$ cat config.mk
export PLATFORM = sky130hd
export DESIGN_NAME = mul_div_unit
export DESIGN_NICKNAME = d
export VERILOG_FILES = /design/src/rtl/mul_div_unit.sv
export SDC_FILE = /design/constraint.sdc
export NUM_CORES = 1
export LEC_CHECK = 0
export CORE_MARGIN = 5
export CORE_UTILIZATION = 30
export DETAILED_ROUTE_END_ITERATION = 10
export PLACE_DENSITY = 0.56
export SETUP_SLACK_MARGIN = 0.5
export SLEW_MARGIN = 30
export SYNTH_ARGS = -nofsm -noshare
export SYNTH_HDL_FRONTEND = slang
export SYNTH_SLANG_ARGS = --single-unit
$ cat constraint.sdc
create_clock -name clk -period 9.7 [get_ports clk]
set_input_delay 1.94 -clock clk [delete_from_list [all_inputs] [get_ports clk]]
set_output_delay 1.94 -clock clk [all_outputs]
set_load 0.03 [all_outputs]
$ cat src/rtl/mul_div_unit.sv
// Iterative multiply/divide unit with HI/LO result registers.
// MULT/MULTU use shift-add and DIV/DIVU use restoring division, one bit per
// cycle over DATA_WIDTH cycles. A final cycle applies sign correction and
// writes HI/LO. MTHI/MTLO writes are accepted only while idle.
module mul_div_unit #(
  parameter int DATA_WIDTH = 32
) (
  input  logic                  clk,
  input  logic                  rst,
  input  logic                  start,
  input  logic [1:0]            op,
  input  logic [DATA_WIDTH-1:0] src_a,
  input  logic [DATA_WIDTH-1:0] src_b,
  input  logic                  hi_wen,
  input  logic                  lo_wen,
  input  logic [DATA_WIDTH-1:0] wdata,
  output logic                  busy,
  output logic                  done,
  output logic [DATA_WIDTH-1:0] hi,
  output logic [DATA_WIDTH-1:0] lo
);

  localparam int W  = DATA_WIDTH;
  localparam int CW = $clog2(DATA_WIDTH);

  localparam logic [1:0] S_IDLE = 2'd0;
  localparam logic [1:0] S_RUN  = 2'd1;
  localparam logic [1:0] S_FIX  = 2'd2;

  localparam logic [CW-1:0] CNT_ONE  = CW'(1);
  localparam logic [CW-1:0] CNT_LAST = CW'(W - 1);

  logic [1:0]     state_q, state_d;
  logic [CW-1:0]  cnt_q, cnt_d;
  logic           is_div_q, is_div_d;
  logic [2*W-1:0] pq_q, pq_d;       // mult: {acc, multiplier}; div: {rem, quotient}
  logic [W-1:0]   opnd_q, opnd_d;   // multiplicand or divisor magnitude
  logic           neg_res_q, neg_res_d;
  logic           neg_rem_q, neg_rem_d;
  logic [W-1:0]   hi_q, hi_d;
  logic [W-1:0]   lo_q, lo_d;
  logic           done_q, done_d;

  // Operand magnitudes and sign flags captured at the start edge.
  logic           a_neg, b_neg, b_zero;
  logic [W-1:0]   a_abs, b_abs;

  // Per-iteration datapath.
  logic [W:0]     msum;
  logic [2*W-1:0] mul_next;
  logic           dfit;
  logic [W-1:0]   rsub;
  logic [2*W-1:0] div_next;

  // Result correction.
  logic [2*W-1:0] prod_fix;
  logic [W-1:0]   quo_fix, rem_fix;

  // Operand conditioning and one multiply / divide iteration step.
  always_comb begin
    a_neg  = op[0] & src_a[W-1];
    b_neg  = op[0] & src_b[W-1];
    b_zero = (src_b == '0);
    a_abs  = a_neg ? -src_a : src_a;
    b_abs  = b_neg ? -src_b : src_b;

    msum     = {1'b0, pq_q[2*W-1:W]} + (pq_q[0] ? {1'b0, opnd_q} : '0);
    mul_next = {msum, pq_q[W-1:1]};

    // Trial remainder is W+1 bits wide; the difference always fits in W bits when it fits.
    dfit     = (pq_q[2*W-1:W-1] >= {1'b0, opnd_q});
    rsub     = pq_q[2*W-2:W-1] - opnd_q;
    div_next = {(dfit ? rsub : pq_q[2*W-2:W-1]), pq_q[W-2:0], dfit};

    prod_fix = neg_res_q ? -pq_q : pq_q;
    quo_fix  = neg_res_q ? -pq_q[W-1:0] : pq_q[W-1:0];
    rem_fix  = neg_rem_q ? -pq_q[2*W-1:W] : pq_q[2*W-1:W];
  end

  // Next-state logic: IDLE accepts start and MTHI/MTLO, RUN iterates, FIX writes HI/LO.
  always_comb begin
    state_d   = state_q;
    cnt_d     = cnt_q;
    is_div_d  = is_div_q;
    pq_d      = pq_q;
    opnd_d    = opnd_q;
    neg_res_d = neg_res_q;
    neg_rem_d = neg_rem_q;
    hi_d      = hi_q;
    lo_d      = lo_q;
    done_d    = 1'b0;

    case (state_q)
      S_IDLE: begin
        if (hi_wen) hi_d = wdata;
        if (lo_wen) lo_d = wdata;
        if (start) begin
          state_d   = S_RUN;
          cnt_d     = '0;
          is_div_d  = op[1];
          opnd_d    = op[1] ? b_abs : a_abs;
          pq_d      = {{W{1'b0}}, (op[1] ? a_abs : b_abs)};
          // Divide by zero keeps an all-ones quotient; the dividend-signed remainder restores src_a.
          neg_res_d = op[0] & (src_a[W-1] ^ src_b[W-1]) & ~(op[1] & b_zero);
          neg_rem_d = op[1] & a_neg;
        end
      end
      S_RUN: begin
        pq_d  = is_div_q ? div_next : mul_next;
        cnt_d = cnt_q + CNT_ONE;
        if (cnt_q == CNT_LAST) state_d = S_FIX;
      end
      S_FIX: begin
        if (is_div_q) begin
          hi_d = rem_fix;
          lo_d = quo_fix;
        end else begin
          hi_d = prod_fix[2*W-1:W];
          lo_d = prod_fix[W-1:0];
        end
        done_d  = 1'b1;
        state_d = S_IDLE;
      end
      default: state_d = S_IDLE;
    endcase
  end

  // State registers with synchronous reset; reset abandons any operation in flight.
  always_ff @(posedge clk) begin
    if (rst) begin
      state_q   <= S_IDLE;
      cnt_q     <= '0;
      is_div_q  <= 1'b0;
      pq_q      <= '0;
      opnd_q    <= '0;
      neg_res_q <= 1'b0;
      neg_rem_q <= 1'b0;
      hi_q      <= '0;
      lo_q      <= '0;
      done_q    <= 1'b0;
    end else begin
      state_q   <= state_d;
      cnt_q     <= cnt_d;
      is_div_q  <= is_div_d;
      pq_q      <= pq_d;
      opnd_q    <= opnd_d;
      neg_res_q <= neg_res_d;
      neg_rem_q <= neg_rem_d;
      hi_q      <= hi_d;
      lo_q      <= lo_d;
      done_q    <= done_d;
    end
  end

  assign busy = (state_q != S_IDLE);
  assign done = done_q;
  assign hi   = hi_q;
  assign lo   = lo_q;

endmodule
==> results of run 1 <==
[stage by stage]
step / power, mW / hold WS (ns) / cells / util
6_report: 2.26 / 0.455 / 2686 / 0.358
3_3_place_gp: 1.55 / 0.438 / 2653 / 0.346
5_1_grt: 2.37 / 0.479 / 2686 / 0.358
2_1_floorplan: 1.30 / 0.432 / 1991 / -
3_5_place_dp: 1.56 / 0.448 / 2654 / 0.346
4_1_cts: 2.26 / 0.458 / 2686 / 0.358
[final cells by class]
cell class | count | area, um^2
fillers | 5067 | 30700
multi-input cells | 1613 | 10300
flip-flops and latches | 171 | 3420
repair buffers | 189 | 1840
well taps | 615 | 769
clock buffers | 18 | 429
inverters | 66 | 248
clock inverters | 14 | 144
[cells in the final DEF, fill, tap and decap left out, types with 45 or more instances in the layout]
master / Yosys / final
inv_1: 66 / 66
nor2_1: 249 / 248
o21ai_0: 123 / 123
mux2i_1: 45 / 45
ha_1: 70 / 70
a211oi_1: 76 / 75
clkdlybuf4s50_1: 0 / 166
a21oi_1: 202 / 202
xor2_1: 77 / 77
dfxtp_1: 171 / 170
nand2_1: 198 / 197
xnor2_1: 88 / 88
[logic make-up (layout without fill, tap and decap cells)]
| kind of cell | after synthesis | after routing | share of synthesized area |
|---|---|---|---|
| buf+inv | 207 | 287 | 0.0617 |
| xor+xnor | 165 | 165 | 0.0993 |
| simple gates | 659 | 659 | 0.205 |
| flops | 171 | 171 | 0.235 |
| mux | 50 | 50 | 0.0348 |
| compound gates | 667 | 667 | 0.301 |
| fa+ha+maj | 72 | 72 | 0.0629 |
[critical path: cells and delay by family]
family,cells,cell delay [ns]
AND/OR/NAND/NOR,6,2.48
buffers and inverters,1,0.45
AO/OA/AOI/OAI,2,0.33
XOR/XNOR,1,0.19
[final timing paths]
kind | startpoint | to | slack [ns] | cells after the start
min | opnd_q[9]$_SDFFE_PP0P_ | opnd_q[9]$_SDFFE_PP0P_ | 0.45 | 2
min reg2reg | opnd_q[9]$_SDFFE_PP0P_ | opnd_q[9]$_SDFFE_PP0P_ | 0.45 | 2
max | src_b[5] | opnd_q[28]$_SDFFE_PP0P_ | 4.60 | 10
max reg2reg | pq_q[32]$_SDFFE_PP0P_ | pq_q[63]$_SDFFE_PP0P_ | 5.32 | 12
[cell usage after synthesis (29+ instances only)]
master / n / share of area
xnor2_1: 88 / 0.053
clkbuf_1: 115 / 0.030
mux2i_1: 45 / 0.031
nor3_1: 36 / 0.012
a21oi_1: 202 / 0.069
nor2_1: 249 / 0.064
a211oi_1: 76 / 0.039
dfxtp_1: 171 / 0.24
o21ai_0: 123 / 0.042
nand2_1: 198 / 0.051
ha_1: 70 / 0.060
inv_1: 66 / 0.017
o211ai_1: 40 / 0.021
xor2_1: 77 / 0.046
nand3_1: 29 / 0.010
[flip-flops by register name, summed over array words and instances (netlist names), 2 cells and up]
register	flops
opnd_q	32
hi	32
lo	32
state_q	2
pq_q	64
cnt_q	5
[layer usage]
metal	wire length, um	vias to the layer above
li1	-	7392
met1	26700	7359
met2	26000	614
met3	3690	84
met4	1660	0
met5	0	-
[power breakdown]
group	switching (mW)	total (mW)	internal, mW
sequential	0.0698	0.820	0.750
clock	0.364	0.707	0.343
combinational	0.447	0.733	0.286
==> run_results.csv, run 1 <==
group,metric,value,unit
place,port-buffer-count,168,
critical_path,end_kind,"flop",
hold_path,hold_class,"flop to flop",
cells_and_area,layout-drive-gt1-share,0.0459,
clocking,clock-sinks,171,
power,leakage,6.56,nW
detailed_routing,drc,0,
floorplan,start_util,0.304,
cells_and_area,diodes,0,
clocking,cts-root-buf,"clkbuf_16",
sta,rsz0062_at_grt,"no",
sta,setup_ws,4.60,ns
logic_synthesis,avgSynthCellArea,7.31,um^2
sta,clock-skew-final,0.0128,ns
logic_synthesis,syn_nets,2166,
sta,slew_violations,0,
detailed_routing,totalWireLength,58.0,mm
floorplan,row_count,80,
sta,fmax,196,MHz
critical_path,cp_max_fo,5,
floorplan,die_h,230,um
sta,tns,0,ns
global_route,gr-usage-met3,0.0276,
critical_path,slowest_stage,"nor4_1",
sta,period_needed,5.10,ns
logic_synthesis,synth_area,14600,um^2
global_route,track_usage,0.208,
critical_path,required,10.01,ns
sta,hold_viol,0,
sta,slew-limit-headroom,0.320,
global_route,gr-max-usage-layer,"met2",
critical_path,worstSetupPathType,"input pin to flop",
global_route,grt_pass1_vias,14300,
clocking,htreeDepth,4,
global_route,grt_pass1_wl,87.1,mm
status,outcome,"complete, no violations",
clocking,tritoncts,"yes",
power,peakVddDrop,0.000130,V
logic_synthesis,seq_area_frac_synth,0.235,
logic_synthesis,async_flop_share,0,
job,max-cap-violations,0,
clocking,cts_max_path_buffers,2,
global_route,met1_usage,0.296,
floorplan,dieArea,53000,um^2
global_route,grt_remaining_overflow,0,
cells_and_area,final_area,17100,um^2
global_route,grt_antenna_before_repair,0,
place,dp_hpwl,44.4,mm
floorplan,core_area,47800,um^2
sta,post-route-period-util,0.525,
clocking,cts.reportedPaths.clkPinSlew,0.07,ns
cells_and_area,final_nets,2233,
logic_synthesis,ys.flop_type,"dfxtp_1",
global_route,met2_usage,0.329,
clocking,postCtsHoldBufs,0,
power,power_density,132,nW/um^2
detailed_routing,avgRoutedWirePerCell,21.6,um
logic_synthesis,postSynthCellCount,1991,
detailed_routing,num_vias,15400,
global_route,grt_max_degree,87,
sta,worstMarginPinSlew,1.02,ns
clocking,cts_buffers,17,
cells_and_area,area_delta_synth_final,17.7,%
critical_path,cp-start-kind,"input pin",
place,gp_congestion,0.937,
logic_synthesis,synth_cell_type_count,81,
floorplan,die_w,230,um
sta,report.final.setup_viol,0,
detailed_routing,antenna_left,0,
floorplan,io_pins,169,
detailed_routing,dr.pass1.iters,5,
detailed_routing,drt-initial-drc-count,1526,
critical_path,critPathMaxStageDelay,0.73,ns
clocking,clk_latency,0.47,ns
place,pre_cts_ws,4.19,ns
critical_path,crit_top_cell,"a211oi_1",
place,placed_area,16600,um^2
logic_synthesis,yosys_warnings,0,
detailed_routing,route.detailed.vias_per_inst,5.75,
logic_synthesis,ys_seq_elements,171,
critical_path,crit_chain,"clkdlybuf4s50_1 -> or4_1 -> nor4_1 -> nand2_1 -> nor3_1 -> and2_1 -> nor2_1 -> xor2_1 -> a211oi_1 -> a211oi_1",
clocking,cts.repair.resized,0,
critical_path,cp.arrival,5.40,ns
logic_synthesis,synth_edf_count,0,
clocking,cts_setup_buffers,0,
Power figures use the tool's default switching activity.
==> run 2, diff against run 1 <==
PLACE_DENSITY = 0.58   (was 0.56)
clock period = 4.1 ns   (was 9.7 ns; I/O delays follow)
==> run 2 against run 1 <==
Against the previous run:
- sequential power increased by 130%
- critical path depth shrank 1
- cell area up 3.7%
- clock power rose by 140%
- clock skew rose by 0.00097 ns
- wire length up 1.1%
- count of clock-buffer cells in the layout is the same
- sequential share of layout area shrank 0.71 points
- total power is 140% higher
- core utilization rose by 1.3 points
- register-to-register slack worse by 4.7 ns
==> run_results.csv, run 2 (synthesis results as in run 1) <==
group,metric,value,unit
critical_path,crit_cells,9,
floorplan,dieArea,53000,um^2
detailed_routing,avgRoutedWirePerCell,21.3,um
status,outcome,"complete, no violations",
critical_path,r2r-start,"pq_q[0]$_SDFFE_PP0P_",
global_route,track_usage,0.209,
critical_path,crit_buf_inv,1,
floorplan,die_w,230,um
floorplan,start_util,0.304,
critical_path,reg2reg_depth,14,
cells_and_area,final_common_cell,"nor2_1",
global_route,grt_remaining_overflow,0,
power,peakVddDrop,0.000280,V
clocking,clock-sinks,171,
sta,slew-limit-headroom,0.323,
place,port-buffer-count,168,
power,leakage,6.96,nW
sta,post-route-period-util,0.863,
critical_path,crit_start,"src_a[21]",
critical_path,crit_chain,"clkdlybuf4s50_1 -> or4_1 -> or3_1 -> or3_1 -> or4_4 -> o21ai_0 -> xnor2_1 -> a22oi_1 -> a221oi_1",
critical_path,critPathTopFamily,"simple AND/OR/NAND/NOR gates",
clocking,cts_max_path_buffers,2,
clocking,cts.reportedPaths.clkPinSlew,0.08,ns
clocking,clk_latency,0.45,ns
cells_and_area,regMostFlops,"pq_q",
floorplan,io_pins,169,
sta,clock-skew-final,0.0138,ns
cells_and_area,layout-drive-gt1-share,0.0840,
global_route,grt_pass1_vias,14600,
global_route,grt_max_degree,91,
cells_and_area,final_nets,2305,
floorplan,row_count,80,
detailed_routing,drt-initial-drc-count,1558,
cells_and_area,final_area,17800,um^2
critical_path,worstSetupPathType,"input pin to flop",
cells_and_area,area_delta_synth_final,22.1,%
critical_path,cp-start-kind,"input pin",
sta,hold_viol,0,
global_route,grt_pass1_wl,87.8,mm
cells_and_area,mostFrequentLayoutCells,"nor2_1 (248), a21oi_1 (202), nand2_1 (197)",
clocking,htreeDepth,4,
place,dp_hpwl,45.8,mm
sta,period_needed,3.54,ns
clocking,cts_buffers,17,
floorplan,core_area,47800,um^2
detailed_routing,drc,0,
clocking,postCtsHoldBufs,0,
critical_path,cp.arrival,3.89,ns
sta,fmax,283,MHz
sta,worstMarginPinSlew,1.02,ns
job,max-cap-violations,0,
detailed_routing,dr.pass1.iters,6,
sta,slew_violations,0,
hold_path,hold_class,"flop to flop",
critical_path,slowest_stage,"or4_1",
critical_path,required,4.45,ns
critical_path,crit_top_cell,"or3_1",
critical_path,end_kind,"flop",
cells_and_area,largest_reg_flops,64,
critical_path,r2r_slack,0.63,ns
sta,tns,0,ns
clocking,tritoncts,"yes",
sta,rsz0062_at_grt,"yes",
sta,report.final.setup_viol,0,
detailed_routing,totalWireLength,58.7,mm
critical_path,critPathMaxStageDelay,0.59,ns
detailed_routing,route.detailed.vias_per_inst,5.71,
floorplan,die_h,230,um
detailed_routing,antenna_left,0,
critical_path,critPathCapture,"pq_q[29]$_SDFFE_PP0P_",
global_route,grt_antenna_before_repair,0,
critical_path,cp_max_fo,4,
power,power_density,308,nW/um^2
critical_path,r2r_end,"pq_q[56]$_SDFFE_PP0P_",
detailed_routing,num_vias,15800,
place,gp_congestion,0.919,
place,placed_area,17100,um^2
clocking,cts-root-buf,"clkbuf_16",
cells_and_area,nFillCells,5001,
## run 2: changes by cell type in the layout (fill, tap and decap cells not counted), moves of 3 or more
cell     previous run  this run
buf_4              21        93
inv_6               6         3
inv_8               3         6
o21ai_0           123       118
o21ai_1             1         5
or4_1              13        10
or4_4               1         4
## run 2: where the power goes
| group | internal (mW) | switching [mW] |
|---|---|---|
| logic | 0.738 | 1.14 |
| clock network | 0.843 | 0.855 |
| registers | 1.77 | 0.120 |
## run 2: through the flow
stage	util	hold WS (ns)	power, mW	setup slack (ns)	std cells
after floorplan	-	0.432	3.07	0.736	1991
after global placement	0.357	0.442	3.74	0.0378	2721
after detailed placement	0.357	0.447	3.76	0.0225	2721
after CTS	0.370	0.457	5.44	0.498	2754
after global routing	0.371	0.477	5.71	0.481	2758
final	0.371	0.454	5.47	0.563	2759
## run 2: worst min path at each step
stage / from / end / slack (ns) / cells after the start
floorplan: opnd_q[26]$_SDFFE_PP0P_ / opnd_q[26]$_SDFFE_PP0P_ / 0.43 / 2
global placement: opnd_q[23]$_SDFFE_PP0P_ / opnd_q[23]$_SDFFE_PP0P_ / 0.44 / 2
detailed placement: opnd_q[3]$_SDFFE_PP0P_ / opnd_q[3]$_SDFFE_PP0P_ / 0.45 / 2
CTS: opnd_q[13]$_SDFFE_PP0P_ / opnd_q[13]$_SDFFE_PP0P_ / 0.46 / 2
global route: opnd_q[23]$_SDFFE_PP0P_ / opnd_q[23]$_SDFFE_PP0P_ / 0.48 / 2
finish: opnd_q[13]$_SDFFE_PP0P_ / opnd_q[13]$_SDFFE_PP0P_ / 0.45 / 2
## run 2: cell type report
cell class	instances	area, um^2	area share
Timing Repair Buffer	261	2380	0.134
Antenna cell	1	2.50	0.000141
Tap cell	615	769	0.0433
Multi-Input combinational cell	1613	10300	0.582
Clock inverter	14	159	0.00894
Clock buffer	18	439	0.0247
Inverter	66	251	0.0141
Sequential cell	171	3430	0.193
## run 2: routing by layer
metal,vias to the layer above,global-route usage,part of all wire
met5,-,0,0
met4,0,0.0729,0.036
met3,103,0.0287,0.064
met2,632,0.323,0.44
met1,7497,0.297,0.46
li1,7523,-,-
## run 2: repair_timing
| item | 4_1_cts | 5_1_grt |
|---|---|---|
| resized for setup | 3 | 16 |
| setup endpoints to repair | 5 | 25 |
| pin swaps | 0 | 3 |
| buffers inserted | 1 | 4 |
## run 2: worst min-delay path, cell delays in order (launching register included)
cell	delay, ns
dfxtp_1	0.31
nand2_1	0.05
a21oi_1	0.05
==> run 3, diff against run 2 <==
SLEW_MARGIN = 10   (was 30)
==> run 3 against run 2 <==
Against the previous run:
- clock skew increased by 0.0014 ns
- worst hold slack got worse by 0.00077 ns
- fmax shrank 0.20%
- die area did not move
- wire length about the same
- sequential share of layout area is essentially flat
- count of clock-buffer cells in the layout unchanged
- critical endpoint unchanged
- largest cell class unchanged
==> run_results.csv, run 3 (synthesis results as in run 1) <==
group,metric,value,unit
cells_and_area,mostFrequentLayoutCells,"nor2_1 (248), a21oi_1 (202), nand2_1 (197)",
sta,rsz0062_at_grt,"yes",
hold_path,hold_class,"flop to flop",
cells_and_area,final_nets,2305,
detailed_routing,num_vias,15800,
detailed_routing,drc,0,
global_route,grt_pass1_vias,14600,
critical_path,crit_chain,"clkdlybuf4s50_1 -> or4_1 -> or3_1 -> or3_1 -> or4_4 -> o21ai_0 -> xnor2_1 -> a22oi_1 -> a221oi_1",
floorplan,row_count,80,
clocking,clk_latency,0.45,ns
detailed_routing,drt-initial-drc-count,1562,
detailed_routing,dr_wl_met3,3.87,mm
clocking,cts-root-buf,"clkbuf_16",
floorplan,die_w,230,um
status,outcome,"complete, no violations",
global_route,grt_antenna_before_repair,0,
power,leakage,6.96,nW
global_route,grt_pass1_wl,87.8,mm
sta,period_needed,3.54,ns
detailed_routing,route.detailed.vias_per_inst,5.73,
global_route,grt_remaining_overflow,0,
critical_path,end_kind,"flop",
critical_path,worstSetupPathType,"input pin to flop",
clocking,cts.reportedPaths.clkPinSlew,0.08,ns
global_route,grt_max_degree,91,
place,gp_congestion,0.919,
critical_path,r2r_slack,0.62,ns
detailed_routing,wl_met2,25.7,mm
clocking,htreeDepth,4,
cells_and_area,layout-drive-gt1-share,0.0840,
detailed_routing,dr.pass1.iters,5,
detailed_routing,antenna_left,0,
floorplan,dieArea,53000,um^2
critical_path,critPathTopFamily,"simple AND/OR/NAND/NOR gates",
critical_path,reg2reg_depth,14,
critical_path,crit_top_cell,"or3_1",
clocking,tritoncts,"yes",
floorplan,core_area,47800,um^2
power,peakVddDrop,0.000281,V
sta,slew-limit-headroom,0.338,
place,port-buffer-count,168,
critical_path,cp_max_fo,4,
clocking,cts_buffers,17,
sta,post-route-period-util,0.865,
critical_path,cp-start-kind,"input pin",
critical_path,crit_buf_inv,1,
cells_and_area,final_area,17800,um^2
clocking,clock-sinks,171,
critical_path,critPathMaxStageDelay,0.59,ns
sta,hold_viol,0,
detailed_routing,avgRoutedWirePerCell,21.3,um
power,power_density,307,nW/um^2
floorplan,io_pins,169,
place,dp_hpwl,45.8,mm
critical_path,slowest_stage,"or4_1",
critical_path,r2r-start,"pq_q[0]$_SDFFE_PP0P_",
sta,slew_violations,0,
sta,tns,0,ns
detailed_routing,top_layer,"met4",
global_route,track_usage,0.209,
cells_and_area,nFillCells,4999,
clocking,cts_max_path_buffers,2,
detailed_routing,totalWireLength,58.6,mm
clocking,postCtsHoldBufs,0,
sta,worstMarginPinSlew,0.993,ns
place,placed_area,17100,um^2
sta,fmax,282,MHz
sta,report.final.setup_viol,0,
floorplan,start_util,0.304,
cells_and_area,regMostFlops,"pq_q",
hold_path,min_path_cells,2,
cells_and_area,utilization,0.371,
detailed_routing,met1_length,26.9,mm
cells_and_area,area_delta_synth_final,22.1,%
floorplan,die_h,230,um
sta,clock-skew-final,0.0151,ns
job,max-cap-violations,0,
critical_path,r2r_end,"pq_q[56]$_SDFFE_PP0P_",
cells_and_area,largest_reg_flops,64,
critical_path,required,4.45,ns
hold_path,whs_endpoint,"opnd_q[13]$_SDFFE_PP0P_",
hold_path,worstHoldStart,"opnd_q[13]$_SDFFE_PP0P_",
cells_and_area,final_common_cell,"nor2_1",
critical_path,cp.arrival,3.89,ns
[run 3: metal layers]
metal | track usage | up-vias
li1 | - | 7515
met1 | 0.297 | 7510
met2 | 0.323 | 677
met3 | 0.0287 | 109
met4 | 0.0729 | 0
met5 | 0 | -
[run 3: worst max-delay path by stage]
stage	from	to	slack, ns	cells past startpoint
floorplan	src_a[21]	opnd_q[31]$_SDFFE_PP0P_	0.74	8
finish	src_a[21]	pq_q[29]$_SDFFE_PP0P_	0.56	9
CTS	pq_q[0]$_SDFFE_PP0P_	pq_q[63]$_SDFFE_PP0P_	0.50	15
detailed placement	src_a[21]	opnd_q[31]$_SDFFE_PP0P_	0.02	9
global placement	src_a[6]	opnd_q[31]$_SDFFE_PP0P_	0.04	10
global route	src_a[21]	pq_q[29]$_SDFFE_PP0P_	0.48	9
[run 3: layout make-up]
type,count,area [um^2],area share
timing repair buffer,261,2380,0.134
clock inverter,14,159,0.00894
multi-input combinational,1613,10300,0.582
antenna,1,2.50,0.000141
tap,615,769,0.0433
clock buffer,18,439,0.0247
inverter,66,251,0.0142
sequential,171,3430,0.193
[run 3: report_power, final]
group | total (mW) | switching [mW] | internal [mW]
clock | 1.69 | 0.851 | 0.843
combinational | 1.87 | 1.14 | 0.737
sequential | 1.89 | 0.120 | 1.77
total | 5.46 | 2.11 | 3.35
[run 3: what timing repair did]
| action | in CTS | in global routing |
|---|---|---|
| pin swaps | 0 | 3 |
| gates resized for setup | 3 | 17 |
| endpoints found under the setup margin | 5 | 26 |
| buffers inserted | 1 | 4 |
[run 3: metrics by stage]
step | setup WS [ns] | total power, mW | hold WS, ns | instances
finish | 0.555 | 5.46 | 0.454 | 2759
global route | 0.481 | 5.71 | 0.477 | 2758
CTS | 0.498 | 5.44 | 0.457 | 2754
detailed placement | 0.0225 | 3.76 | 0.447 | 2721
global placement | 0.0378 | 3.74 | 0.442 | 2721
floorplan | 0.736 | 3.07 | 0.432 | 1991
[run 3: worst min-delay path, stage by stage, from the launching register on]
cell	delay [ns]
dfxtp_1	0.31
nand2_1	0.05
a21oi_1	0.05
